<file path="src/rtl/sdram_arb_pkg.sv">
// Shared types for the SDRAM port-1 arbiter: FSM states, client ids, latched command.
package sdram_arb_pkg;

   typedef enum logic [1:0] {
      ARB_IDLE  = 2'd0,
      ARB_ISSUE = 2'd1,
      ARB_RESP  = 2'd2
   } arb_state_t;

   typedef enum logic {
      CLI_A = 1'b0,
      CLI_B = 1'b1
   } cli_t;

   typedef struct packed {
      logic        we;
      logic [22:0] addr;
      logic [1:0]  ds;
      logic [15:0] din;
   } arb_cmd_t;

   localparam logic [15:0] ARB_TIMEOUT_DATA = 16'hFFFF;

endpackage

</file>
<file path="src/rtl/sdram_arb_wdog.sv">
// Transaction watchdog: 10-bit up-counter, flags expired when it reaches TIMEOUT.
module sdram_arb_wdog #(
   parameter int unsigned TIMEOUT = 1023
) (
   input  logic clk_96,
   input  logic init,
   input  logic clr,
   input  logic en,
   output logic expired
);

   localparam logic [9:0] LIMIT = 10'(TIMEOUT);

   logic [9:0] count;

   assign expired = (count == LIMIT);

   // Holds at the limit; the arbiter leaves ISSUE before a wrap could occur.
   always_ff @(posedge clk_96) begin
      if (init || clr)
         count <= '0;
      else if (en && !expired)
         count <= count + 10'd1;
   end

endmodule

</file>
<file path="src/rtl/sdram_port_arbiter.sv">
// Two-client arbiter for SDRAM controller port 1 (CPU = A, DMA/chipset = B).
// Define SDRAM_ARB_ROUND_ROBIN_EN for round-robin contention; default is fixed A priority.
//
//   state     | meaning
//   ----------+------------------------------------------------------
//   ARB_IDLE  | no transaction; grant evaluated when ready
//   ARB_ISSUE | port1_req high, command held, waiting for port1_ack
//   ARB_RESP  | port1_req low, one-cycle ack pulse to the owner
module sdram_port_arbiter
   import sdram_arb_pkg::*;
#(
   parameter int unsigned TIMEOUT = 1023
) (
   input  logic        clk_96,
   input  logic        init,
   input  logic        ready,
   input  logic        a_req,
   input  logic        a_we,
   input  logic [22:0] a_addr,
   input  logic [1:0]  a_ds,
   input  logic [15:0] a_din,
   output logic        a_ack,
   output logic [15:0] a_dout,
   input  logic        b_req,
   input  logic        b_we,
   input  logic [22:0] b_addr,
   input  logic [1:0]  b_ds,
   input  logic [15:0] b_din,
   output logic        b_ack,
   output logic [15:0] b_dout,
   output logic        port1_req,
   output logic        port1_we,
   output logic [22:0] port1_addr,
   output logic [1:0]  port1_ds,
   output logic [15:0] port1_din,
   input  logic        port1_ack,
   input  logic [15:0] port1_dout,
   output logic        err_timeout
);

   arb_state_t  state;
   cli_t        owner;
   cli_t        last_grant;
   cli_t        grant_cli;
   logic        grant_any;
   logic        expired;
   logic        done;
   logic [15:0] resp_data;
   arb_cmd_t    sel_cmd;

   assign grant_any = (state == ARB_IDLE) && ready && (a_req || b_req);

   always_comb begin
      grant_cli = a_req ? CLI_A : CLI_B;
`ifdef SDRAM_ARB_ROUND_ROBIN_EN
      if (a_req && b_req)
         grant_cli = (last_grant == CLI_A) ? CLI_B : CLI_A;
`endif
   end

   always_comb begin
      if (grant_cli == CLI_A)
         sel_cmd = '{we: a_we, addr: a_addr, ds: a_ds, din: a_din};
      else
         sel_cmd = '{we: b_we, addr: b_addr, ds: b_ds, din: b_din};
   end

   // A real ack wins over a simultaneous watchdog expiry.
   assign done      = port1_ack || expired;
   assign resp_data = port1_ack ? port1_dout : ARB_TIMEOUT_DATA;

   sdram_arb_wdog #(
      .TIMEOUT (TIMEOUT)
   ) u_wdog (
      .clk_96  (clk_96),
      .init    (init),
      .clr     (grant_any),
      .en      (state == ARB_ISSUE),
      .expired (expired)
   );

   always_ff @(posedge clk_96) begin
      if (init)
         last_grant <= CLI_B;
      else
         last_grant <= grant_any ? grant_cli : last_grant;
   end

   always_ff @(posedge clk_96) begin
      if (init) begin
         state       <= ARB_IDLE;
         owner       <= CLI_A;
         port1_req   <= 1'b0;
         port1_we    <= 1'b0;
         port1_addr  <= '0;
         port1_ds    <= '0;
         port1_din   <= '0;
         a_ack       <= 1'b0;
         b_ack       <= 1'b0;
         a_dout      <= '0;
         b_dout      <= '0;
         err_timeout <= 1'b0;
      end else begin
         case (state)
            ARB_IDLE: begin
               if (grant_any) begin
                  state      <= ARB_ISSUE;
                  owner      <= grant_cli;
                  port1_req  <= 1'b1;
                  port1_we   <= sel_cmd.we;
                  port1_addr <= sel_cmd.addr;
                  port1_ds   <= sel_cmd.ds;
                  port1_din  <= sel_cmd.din;
               end
            end
            ARB_ISSUE: begin
               if (done) begin
                  state     <= ARB_RESP;
                  port1_req <= 1'b0;
                  if (!port1_ack)
                     err_timeout <= 1'b1;
                  if (owner == CLI_A) begin
                     a_ack <= 1'b1;
                     if (!port1_we)
                        a_dout <= resp_data;
                  end else begin
                     b_ack <= 1'b1;
                     if (!port1_we)
                        b_dout <= resp_data;
                  end
               end
            end
            ARB_RESP: begin
               state <= ARB_IDLE;
               a_ack <= 1'b0;
               b_ack <= 1'b0;
            end
            default: begin
               state     <= ARB_IDLE;
               port1_req <= 1'b0;
               a_ack     <= 1'b0;
               b_ack     <= 1'b0;
            end
         endcase
      end
   end

endmodule
</file>
<file path="config.mk">
export PLATFORM = sky130hd
export DESIGN_NAME = sdram_port_arbiter
export DESIGN_NICKNAME = d
export VERILOG_FILES = /design/src/rtl/sdram_arb_pkg.sv /design/src/rtl/sdram_arb_wdog.sv /design/src/rtl/sdram_port_arbiter.sv
export SDC_FILE = /design/constraint.sdc
export NUM_CORES = 1
export LEC_CHECK = 0
export ABC_CLOCK_PERIOD_IN_PS = 2400
export CAP_MARGIN = 20
export CORE_UTILIZATION = 33
export DETAILED_ROUTE_END_ITERATION = 10
export PLACE_DENSITY = 0.65
export SLEW_MARGIN = 20
export SYNTH_ARGS = -nofsm -noshare
export SYNTH_HDL_FRONTEND = slang
export SYNTH_SLANG_ARGS = --single-unit
</file>
<file path="constraint.sdc">
create_clock -name clk_96 -period 2.4 [get_ports clk_96]
set_input_delay 0.36 -clock clk_96 [delete_from_list [all_inputs] [get_ports clk_96]]
set_output_delay 0.36 -clock clk_96 [all_outputs]
set_load 0.01 [all_outputs]
</file>
======== Word-level counts from Yosys, hierarchy flattened ========
Index checks and enable logic that the tools add are counted.
word-level totals
  register bits after elaboration ......... 91
operators by class
  add/sub/neg operators ................... 1
  muxes and demuxes ....................... 15
  equality and inequality tests ........... 7
  bitwise operators ....................... 5
  reduce and logical (&&, ||, !) cells .... 16
operators with widths
  cell                     number
  $mux W42                 1
  $mux W16                 1
  $reduce_and A3 Y1        4
  $add A10 B1 Y10 const B  1
  $eq A10 B10 Y1 const B   1
  $reduce_and A4 Y1        2
  $mux W1                  7
  $ne A2 B2 Y1 const B     3
  $not A1 Y1               5
  $mux W2                  2
  $pmux W1 S2              2
  $pmux W2 S2              1
  $reduce_and A2 Y1        2
  $logic_and A1 B1 Y1      3
  $logic_or A1 B1 Y1       3
  $pmux W1 S3              1
  $eq A2 B1 Y1 const B     1
  $eq A2 B2 Y1 const B     1
  $logic_not A2 Y1         1
  $ne A2 B1 Y1 const B     1
  $logic_not A1 Y1         1

======== Logic depth before layout (Yosys ltp) ========
Gate-level depths: netlist (run 1).
  word-level depth ........................ 5
  mapped depth ............................ 8
  mapped depth without buffers ............ 5

======== Hierarchy ========
Synthesis (run 1) repeated with hierarchy kept, for this count alone.
unflattened totals
  cells, all modules ...................... 409
  area, all modules ....................... 3987.6 um2
by module, submodules not included
  module              times used  area each (um2)  cells an instance
  sdram_port_arbiter  1           3479.6           353
  sdram_arb_wdog      1           508.0            56

======== Least setup slack after synthesis (run 1) ========
No wires, ideal clock.
  path type ............................... input to register
  from .................................... input a_req
  to ...................................... register u_wdog.count[6]
  path buffers ............................ 3
  data required time ...................... 2304 ps
  path slack .............................. 769 ps
  data arrival time ....................... 1535 ps
  setup time .............................. 96 ps
  stages on the path ...................... 7
  cells stage by stage .................... buf_6 -> or2_0 -> and2_1 -> buf_2 -> or2_0 -> buf_2 -> o41ai_2
between the ends
  cells in the longest elaborated chain, start to end .. 3
RTL lines
  what                  RTL line                  text
  start, declared       sdram_port_arbiter.sv:17  input logic a_req,
  $logic_or A1 B1 Y1    sdram_port_arbiter.sv:51  assign grant_any = (state == ARB_IDLE) && ready && (a_req || b_req);
  $logic_and A1 B1 Y1   sdram_port_arbiter.sv:51
  $logic_or A1 B1 Y1    sdram_arb_wdog.sv:20      if (init || clr)
  end signal, assigned  sdram_arb_wdog.sv:23      count <= count + 10'd1;
  end, declared         sdram_arb_wdog.sv:14      logic [9:0] count;
No other way between the ends.
A chain may end at the register's enable or synchronous reset.

======== Worst setup path in the final report (run 1) ========
  from .................................... register state[1]
  to ...................................... register port1_addr[17]
between the ends
  cells in the longest elaborated chain, start to end .. 4
RTL lines
  what                              RTL line                                             text
  start, declared                   sdram_port_arbiter.sv:41                             arb_state_t state;
  start signal, assigned            sdram_port_arbiter.sv:91                             state <= ARB_IDLE;
  start signal, assigned            sdram_port_arbiter.sv:107                            state <= ARB_ISSUE;
  start signal, assigned            sdram_port_arbiter.sv:118                            state <= ARB_RESP;
  $logic_not A2 Y1 *                sdram_port_arbiter.sv:51, sdram_port_arbiter.sv:104
  $logic_and A1 B1 Y1 (2 in a row)  sdram_port_arbiter.sv:51
  $reduce_and A2 Y1 (no line) *     --
  end signal, assigned              sdram_port_arbiter.sv:111                            port1_addr <= sel_cmd.addr;
  end, declared                     sdram_port_arbiter.sv:33                             output logic [22:0] port1_addr,
Every way passes the cells marked *; elsewhere a longest branch is shown, timed or not.

==> results of run 1 <==
-- worst paths after layout --
| path | startpoint | end | slack (ps) | cells after the start |
|---|---|---|---|---|
| setup / recovery | state[1] | port1_addr[17] | 550 | 5 |
| hold / removal | init | u_wdog.count[1] | 400 | 4 |
| setup reg to reg | state[1] | port1_addr[17] | 550 | 5 |
| hold reg to reg | u_wdog.count[1] | u_wdog.count[1] | 490 | 2 |
-- critical path: stages (launching register included) --
cell and delay (ps):
dfxtp_1 430, nor3b_1 280, and2_2 360, buf_12 270, nor2_1 100, a211oi_1 270
-- through the flow --
stage	cells	total power [uW]	cell area (um^2)	util [%]
6_report	736	3780	6040	54.7
3_5_place_dp	720	2400	5730	52.0
4_1_cts	736	3820	6040	54.7
2_1_floorplan	424	1980	3790	-
5_1_grt	736	3950	6040	54.7
3_3_place_gp	720	2390	5730	52.0
-- layer usage --
layer | up-vias | wire, um | share of wire, %
li1 | 1865 | - | -
met5 | - | 0 | 0
met4 | 0 | 188 | 1.7
met2 | 127 | 5290 | 49
met3 | 14 | 913 | 8.4
met1 | 1641 | 4460 | 41
-- logic make-up after synthesis --
kind of cell | after synthesis | share of synthesized area, %
AND/OR/NAND/NOR | 149 | 18.3
multiplexers | 43 | 11.4
AO/OA/AOI/OAI | 100 | 17.1
XOR/XNOR | 1 | 0.231
flip-flops | 91 | 48.1
adder cells (fa/ha/maj) | 1 | 0.330
buffers and inverters | 39 | 4.56
-- cell type report --
type / instances / area share (%)
clock buffer: 11 / 4.02
clock inverter: 5 / 1.04
inverter: 3 / 0.187
multi-input combinational: 294 / 30.0
sequential: 91 / 30.2
tap: 140 / 2.90
timing repair buffer: 192 / 31.7
-- power by group through the flow --
stage | logic (uW) | clock network [uW] | registers (uW)
floorplan | 262 | 0 | 1720
global placement | 702 | 0 | 1690
detailed placement | 712 | 0 | 1690
CTS | 715 | 1450 | 1660
global route | 767 | 1520 | 1670
finish | 706 | 1410 | 1660
-- cell usage in the layout (no fill, tap or decap), drive strengths merged --
master,netlist,final
clkdlybuf4s50,0,181
dfxtp,91,91
nor2,81,81
a211oi,44,44
mux2i,43,43
a21oi,42,42
nor3,38,38
clkbuf,19,11
buf,17,11
nand2,6,6
nand3,6,6
and3,4,4
o31ai,4,4
a31oi,3,3
or4,3,3
inv,3,3
or2,2,2
nand2b,2,2
o21ai,2,2
clkinv,0,2
clkinvlp,0,2
nor3b,1,1
and2,1,1
a31o,1,1
nor4b,1,1
nor2b,1,1
nand4,1,1
o311ai,1,1
o41ai,1,1
a21boi,1,1
a311oi,1,1
xor2,1,1
nand3b,1,1
nor4bb,1,1
ha,1,1
bufinv,0,1
-- state kept, by name, summed over array words and instances, names as in the netlist --
register,cells
port1_addr,23
port1_req,1
b_ack,1
port1_ds,2
u_wdog.count,10
port1_din,16
port1_we,1
owner,1
a_dout,16
err_timeout,1
b_dout,16
state,2
a_ack,1
==> flow_metrics.tcl, run 1 <==
set metrics [dict create \
    fin_ws_ps 550 \
    min_period_ps 1850 \
    post_cts_buffers 0 \
    p_int_uw 2850 \
    seqPwrFrac_pct 43.9 \
    antenna_cells 0 \
    syn_inst 424 \
    worstSetupStartpointType "flop" \
    netSwitchingFraction_pct 24.6 \
    yosysTopAreaCellShare_pct 48.1 \
    synth_warnings 0 \
    synth_most_common_cell "dfxtp_1" \
    cts_resized 0 \
    ir_worst_vdd_uv 320 \
    synth_top_flop_cell "dfxtp_1" \
    worst_hold_slack_ps 404 \
    nets 698 \
    hpwl_um 8020 \
    grt_pass1_wl_um 16900 \
    synth_edf_count 0 \
    clock-sinks 91 \
    worst_ep_arrival_time_ps 2080 \
    clock_latency_ps 330 \
    p_comb_share_pct 18.7 \
    path_class "flop to flop" \
    top_usage_layer "met2" \
    routed_wirelength_um 10900 \
    ys_types 35 \
    antenna_found_initial 0 \
    core_area_um2 11000 \
    initialDrtViolationCount 140 \
    dieArea_um2 11900 \
    die_x_um 109 \
    io-pin-count 184 \
    max-cap-violations 0 \
    synth-seq-cells 91 \
    htree_levels 3 \
    hold_viol 0 \
    synth_area_leaders "dfxtp_1, mux2i_1, a211oi_1" \
    met3_usage_pct 6.28 \
    met1_usage_pct 21.6 \
    p_switching_uw 929 \
    syn_area_per_cell_um2 8.93 \
    p_per_area_nw_per_um2 626 \
    cts_buffer_depth 2 \
    cts_tree "built" \
    rsz0062_at_grt "false" \
    tns_ps 0 \
    fin_worst_skew_ps 8.13 \
    synth.largest_area_cell "dfxtp_1" \
    final_layout_size_suffix_gt1_share_pct 5.20 \
    syn_nets 531 \
    slew_violations 0 \
    met2_usage_pct 31.4 \
    num_vias 3647 \
    grt_pass1_vias 3483 \
    die_y_um 109 \
    max_freq_ghz 0.541 \
    cts_made_buffers 9 \
    io_buffers 183 \
    route.detailed.drc 0 \
    cp_max_fo 57 \
    antenna_left 0 \
    cts_hold_buffers 0 \
    grt_usage_pct 18.6 \
    cp.required_ps 2630 \
    final-seq-area_um2 1820 \
    slew_headroom_pct 53.4 \
    grt.overflow.total 0 \
    synth_area_um2 3790 \
    setup_violations 0 \
    vias_per_cell 4.96 \
    area_growth_pct 59.4 \
    first_pass_iters 4 \
    cts_root_buffer "clkbuf_16" \
    path_clk_slew_ps 70 \
    end_kind "flop" \
    wl_per_cell_um 14.7 \
    status "completed" \
    pwr-share-clk_pct 37.4 \
    gp_congestion 0.774 \
    fillers 1022 \
    fin_crit_sh_pct 77.1 \
    start_util_pct 34.3 \
    async_flop_share_pct 0 \
    dp_slack_ps 250 \
    multi_input_area_um2 1810 \
    power.leakage_uw 0.00222 \
    hold_class "primary input to flop" \
    grt_max_degree 58 \
    std_cell_rows 38 \
    seq_area_frac_synth_pct 48.1 \
    worst_pin_slew_ps 694 \
    synth_top_cells_by_count "dfxtp_1, nor2_1, a211oi_1" \
]
Power figures use the tool's default switching activity.
==> run 2: changes to the inputs <==
Settings changed: ABC_CLOCK_PERIOD_IN_PS 2400 to 1600, PLACE_DENSITY 0.65 to 0.68.
Clock period 2.4 ns to 1.6 ns, I/O delays scaled along.
==> run 2 against run 1 <==
Compared with the run above: sequential share of layout area decreased by 1.1 points; setup slack got worse by 510 ps; die area unchanged; fmax increased by 19%; clock skew about the same; total power increased by 50%; global-route usage decreased by 0.45 points; via count increased by 3.9%; clock power increased by 45%; critical path type unchanged; largest cell class unchanged; largest power group unchanged; highest routed layer unchanged.
==> flow_metrics.tcl, run 2 (same netlist as run 1, synthesis figures left out) <==
set metrics [dict create \
    io_buffers 183 \
    area_growth_pct 65.9 \
    final_layout_size_suffix_gt1_share_pct 10.2 \
    total_power_uw 5660 \
    final_core_util_pct 57.0 \
    grt_usage_pct 18.1 \
    cts_tree "built" \
    die_x_um 109 \
    end_kind "flop" \
    path_clk_slew_ps 70 \
    min_period_ps 1560 \
    slew_headroom_pct 67.0 \
    top_usage_layer "met2" \
    gp_congestion 0.780 \
    vias_per_cell 5.02 \
    worst_pin_slew_ps 495 \
    die_y_um 109 \
    antenna_found_initial 0 \
    hpwl_um 8150 \
    met1_usage_pct 20.7 \
    max-cap-violations 0 \
    fin_worst_skew_ps 7.84 \
    grt.overflow.total 0 \
    fin_crit_sh_pct 97.5 \
    p_per_area_nw_per_um2 902 \
    met3_usage_pct 5.74 \
    power.leakage_uw 0.00235 \
    met2_usage_pct 32.1 \
    tns_ps 0 \
    grt_max_degree 65 \
    largest_reg_flops 23 \
    status "completed" \
    slew_violations 0 \
    worst_hold_slack_ps 344 \
    fillers 1003 \
    grt_pass1_vias 3516 \
    std_cell_rows 38 \
    nets 717 \
    cts_buffer_depth 2 \
    grt_pass1_wl_um 16800 \
    routed_wirelength_um 11200 \
    clock_latency_ps 340 \
    ir_worst_vdd_uv 516 \
    top_register "port1_addr" \
    num_vias 3790 \
    io-pin-count 184 \
    hold_viol 0 \
    antenna_cells 0 \
    layout_common_cells "clkdlybuf4s50_1, dfxtp_1, nor2_1, a211oi_1, mux2i_1" \
    initialDrtViolationCount 141 \
    wl_per_cell_um 14.8 \
    worstSetupStartpointType "flop" \
    dieArea_um2 11900 \
    cp_max_fo 17 \
    max_freq_ghz 0.641 \
    worst_ep_arrival_time_ps 1770 \
    path_class "flop to flop" \
    cp.required_ps 1810 \
    hold_class "primary input to flop" \
    cts_made_buffers 9 \
    final_common_cell "clkdlybuf4s50_1" \
    setup_violations 0 \
    clock-sinks 91 \
    start_util_pct 34.3 \
    route.detailed.drc 0 \
    core_area_um2 11000 \
    antenna_left 0 \
    first_pass_iters 4 \
    cts_root_buffer "clkbuf_16" \
    htree_levels 3 \
]
-- run 2: cell count changes in the layout (fill, tap and decap cells not counted), moves of 2 or more --
cell / previous run / this run
buf_4: 7 / 23
a21oi_2: 0 / 2
nor3_1: 38 / 35
a21oi_1: 42 / 40
clkbuf_16: 9 / 11
dfxtp_1: 91 / 89
dfxtp_2: 0 / 2
nor3_2: 0 / 3
inv_8: 0 / 3
a31oi_2: 0 / 2
a31oi_1: 3 / 1
-- run 2: metal layers --
metal  vias to the layer above  routed length (um)
met2                       130                5740
met3                        11                 761
met5                         -                   0
met1                      1749                4550
li1                       1900                   -
met4                         0                 121
-- run 2: repair_timing --
action	in CTS	in global routing
pin swaps	0	1
hold buffers	0	0
gates cloned	0	2
setup endpoints to repair	1	60
setup buffers	0	0
endpoints found under the hold margin	0	0
resized for setup	1	15
-- run 2: where the power goes --
part	internal, uW	switching (uW)
registers	2400	82.6
clock network	1090	956
logic	665	467
total	4160	1510
-- run 2: layout make-up --
type / count / area (um^2) / share of cell area [%]
clock buffers: 9 / 225 / 3.58
clock inverters: 7 / 67.6 / 1.08
inverters: 3 / 11.3 / 0.179
multi-input cells: 294 / 1870 / 29.8
flip-flops and latches: 91 / 1820 / 29.0
well taps: 140 / 175 / 2.79
repair buffers: 211 / 2110 / 33.5
-- run 2: stage by stage --
| step | cells | cell area, um^2 | setup slack [ps] |
|---|---|---|---|
| 2_1_floorplan | 424 | 3790 | -3.44 |
| 3_3_place_gp | 737 | 5870 | -171 |
| 3_5_place_dp | 737 | 5870 | -214 |
| 4_1_cts | 753 | 6170 | 19.0 |
| 5_1_grt | 755 | 6280 | -15.2 |
| 6_report | 755 | 6280 | 40.2 |
-- run 2: worst paths after layout --
check / from / to / slack, ps / cells past startpoint
max: u_wdog.count[0] / b_dout[0] / 40 / 6
max reg2reg: u_wdog.count[0] / b_dout[0] / 40 / 6
min: init / u_wdog.count[0] / 340 / 4
min reg2reg: port1_addr[18] / port1_addr[18] / 500 / 2
-- run 2: critical path: stages (launching register included) --
cell and delay [ps]:
dfxtp_1 350, ha_4 190, and3_1 210, a31o_4 270, clkbuf_16 180, a21oi_1 150, nor3_1 70
==> run 3: changes to the inputs <==
Settings changed: CORE_UTILIZATION 33 to 37, PLACE_DENSITY 0.68 to 0.75.
==> run 3 against run 2 <==
Compared with the run above: sequential share of layout area rose by 0.33 points; highest routed layer unchanged; die area fell by 11%; critical endpoint is now a_ack; non-clock buffer count fell by 1; combinational power barely moved; clock skew rose by 9.3 ps; first-iteration DRC count fell by 42%; utilization rose by 6.1 points; count of clock-buffer cells in the layout did not move.
==> flow_metrics.tcl, run 3 (same netlist as run 1, synthesis figures left out) <==
set metrics [dict create \
    gp_congestion 0.813 \
    final_layout_size_suffix_gt1_share_pct 10.3 \
    area_growth_pct 64.1 \
    path_clk_slew_ps 100 \
    ir_worst_vdd_uv 562 \
    largest_reg_flops 23 \
    min_period_ps 1550 \
    status "completed" \
    power.leakage_uw 0.00233 \
    worstSetupStartpointType "flop" \
    grt_usage_pct 19.6 \
    fin_ws_ps 51.1 \
    worst_pin_slew_ps 480 \
    cp.required_ps 1840 \
    end_kind "flop" \
    initialDrtViolationCount 82 \
    max_stage_delay_ps 350 \
    final_area_um2 6220 \
    hpwl_um 7860 \
    antenna_found_initial 0 \
    die_y_um 103 \
    crit_chain "ha_2 > and3_4 > a31o_4 > clkbuf_16 > a31oi_4 > nor3_1" \
    grt.overflow.total 0 \
    path_class "flop to flop" \
    clock-sinks 91 \
    antenna_left 0 \
    max_freq_ghz 0.646 \
    post_cts_buffers 0 \
    r2r_cells 6 \
    fin_worst_skew_ps 17.2 \
    dp_slack_ps -205 \
    layout_common_cells "clkdlybuf4s50_1, dfxtp_1, nor2_1, mux2i_1, a211oi_1" \
    route.detailed.drc 0 \
    cts_root_buffer "clkbuf_8" \
    hold_class "primary input to flop" \
    cts_hold_buffers 0 \
    first_pass_iters 4 \
    slew_headroom_pct 67.8 \
    p_per_area_nw_per_um2 833 \
    htree_levels 3 \
    fin_crit_sh_pct 96.8 \
    io-pin-count 184 \
    core_area_um2 9860 \
    io_buffers 183 \
    top_register "port1_addr" \
    dieArea_um2 10600 \
    clock_latency_ps 370 \
    r2r_slack_ps 50 \
    dpl_cell_area_um2 5910 \
    routed_wirelength_um 10700 \
    vias_per_cell 5.02 \
    grt_pass1_vias 3600 \
    start_util_pct 38.4 \
    die_x_um 103 \
    wl_per_cell_um 14.3 \
    grt_max_degree 78 \
    setup_violations 0 \
    cts_made_buffers 9 \
    crit_slowest_cell "dfxtp_2" \
    num_vias 3747 \
    hold_viol 0 \
    slew_violations 0 \
    cts_tree "built" \
    worst_ep_arrival_time_ps 1790 \
    std_cell_rows 36 \
    cp_max_fo 17 \
    nets 716 \
    whs_path_depth 2 \
    grt_pass1_wl_um 16300 \
    max-cap-violations 0 \
    rsz0062_at_grt "true" \
    final_common_cell "clkdlybuf4s50_1" \
    worst_hold_slack_ps 147 \
    antenna_cells 0 \
    cts_buffer_depth 2 \
]
[run 3: repair_timing]
item,4_1_cts,5_1_grt
endpoints found under the hold margin,0,0
endpoints found under the setup margin,4,44
pin swaps,0,0
gates cloned,0,1
gates resized for setup,3,14
[run 3: report_power, final]
group | switching [uW] | internal [uW]
registers | 82.5 | 2400
logic | 462 | 676
clock network | 932 | 624
[run 3: worst paths after layout]
check	from	end
setup / recovery	u_wdog.count[0]	a_ack
hold / removal	init	port1_addr[11]
setup reg to reg	u_wdog.count[0]	a_ack
hold reg to reg	u_wdog.count[1]	u_wdog.count[1]
[run 3: cell type report]
class / instances / area, um^2
Clock inverter: 7 / 81.3
Tap cell: 133 / 166
Multi-Input combinational cell: 294 / 1870
Sequential cell: 91 / 1830
Timing Repair Buffer: 210 / 2130
Clock buffer: 9 / 124
Fill cell: 821 / 3650
Inverter: 3 / 11.3
[run 3: per-stage QoR]
step | std cells | total power, uW | util (%) | setup TNS [ps]
3_3_place_gp | 730 | 3630 | 59.9 | -5930
6_report | 747 | 5180 | 63.0 | 0
5_1_grt | 747 | 5430 | 63.0 | -201
3_5_place_dp | 730 | 3660 | 59.9 | -7630
4_1_cts | 746 | 5210 | 62.1 | 0
2_1_floorplan | 424 | 2980 | - | -25.6
[run 3: routing by layer]
layer  vias to the layer above  track usage [%]  part of all wire [%]
met1                      1699             23.0                    41
met3                        14             5.58                   7.8
met4                         0             6.61                   1.4
met5                         -                0                     0
li1                       1892                -                     -
met2                       142             34.5                    49
[run 3: worst max-delay path: cells and delay by family, from the launching register on]
| kind | cells | cell delay (ps) |
|---|---|---|
| adders and majority gates | 1 | 210 |
| DFF | 1 | 350 |
| buffers and inverters | 1 | 180 |
| and+or+nand+nor | 2 | 250 |
| AOI/OAI and AO/OA | 2 | 440 |
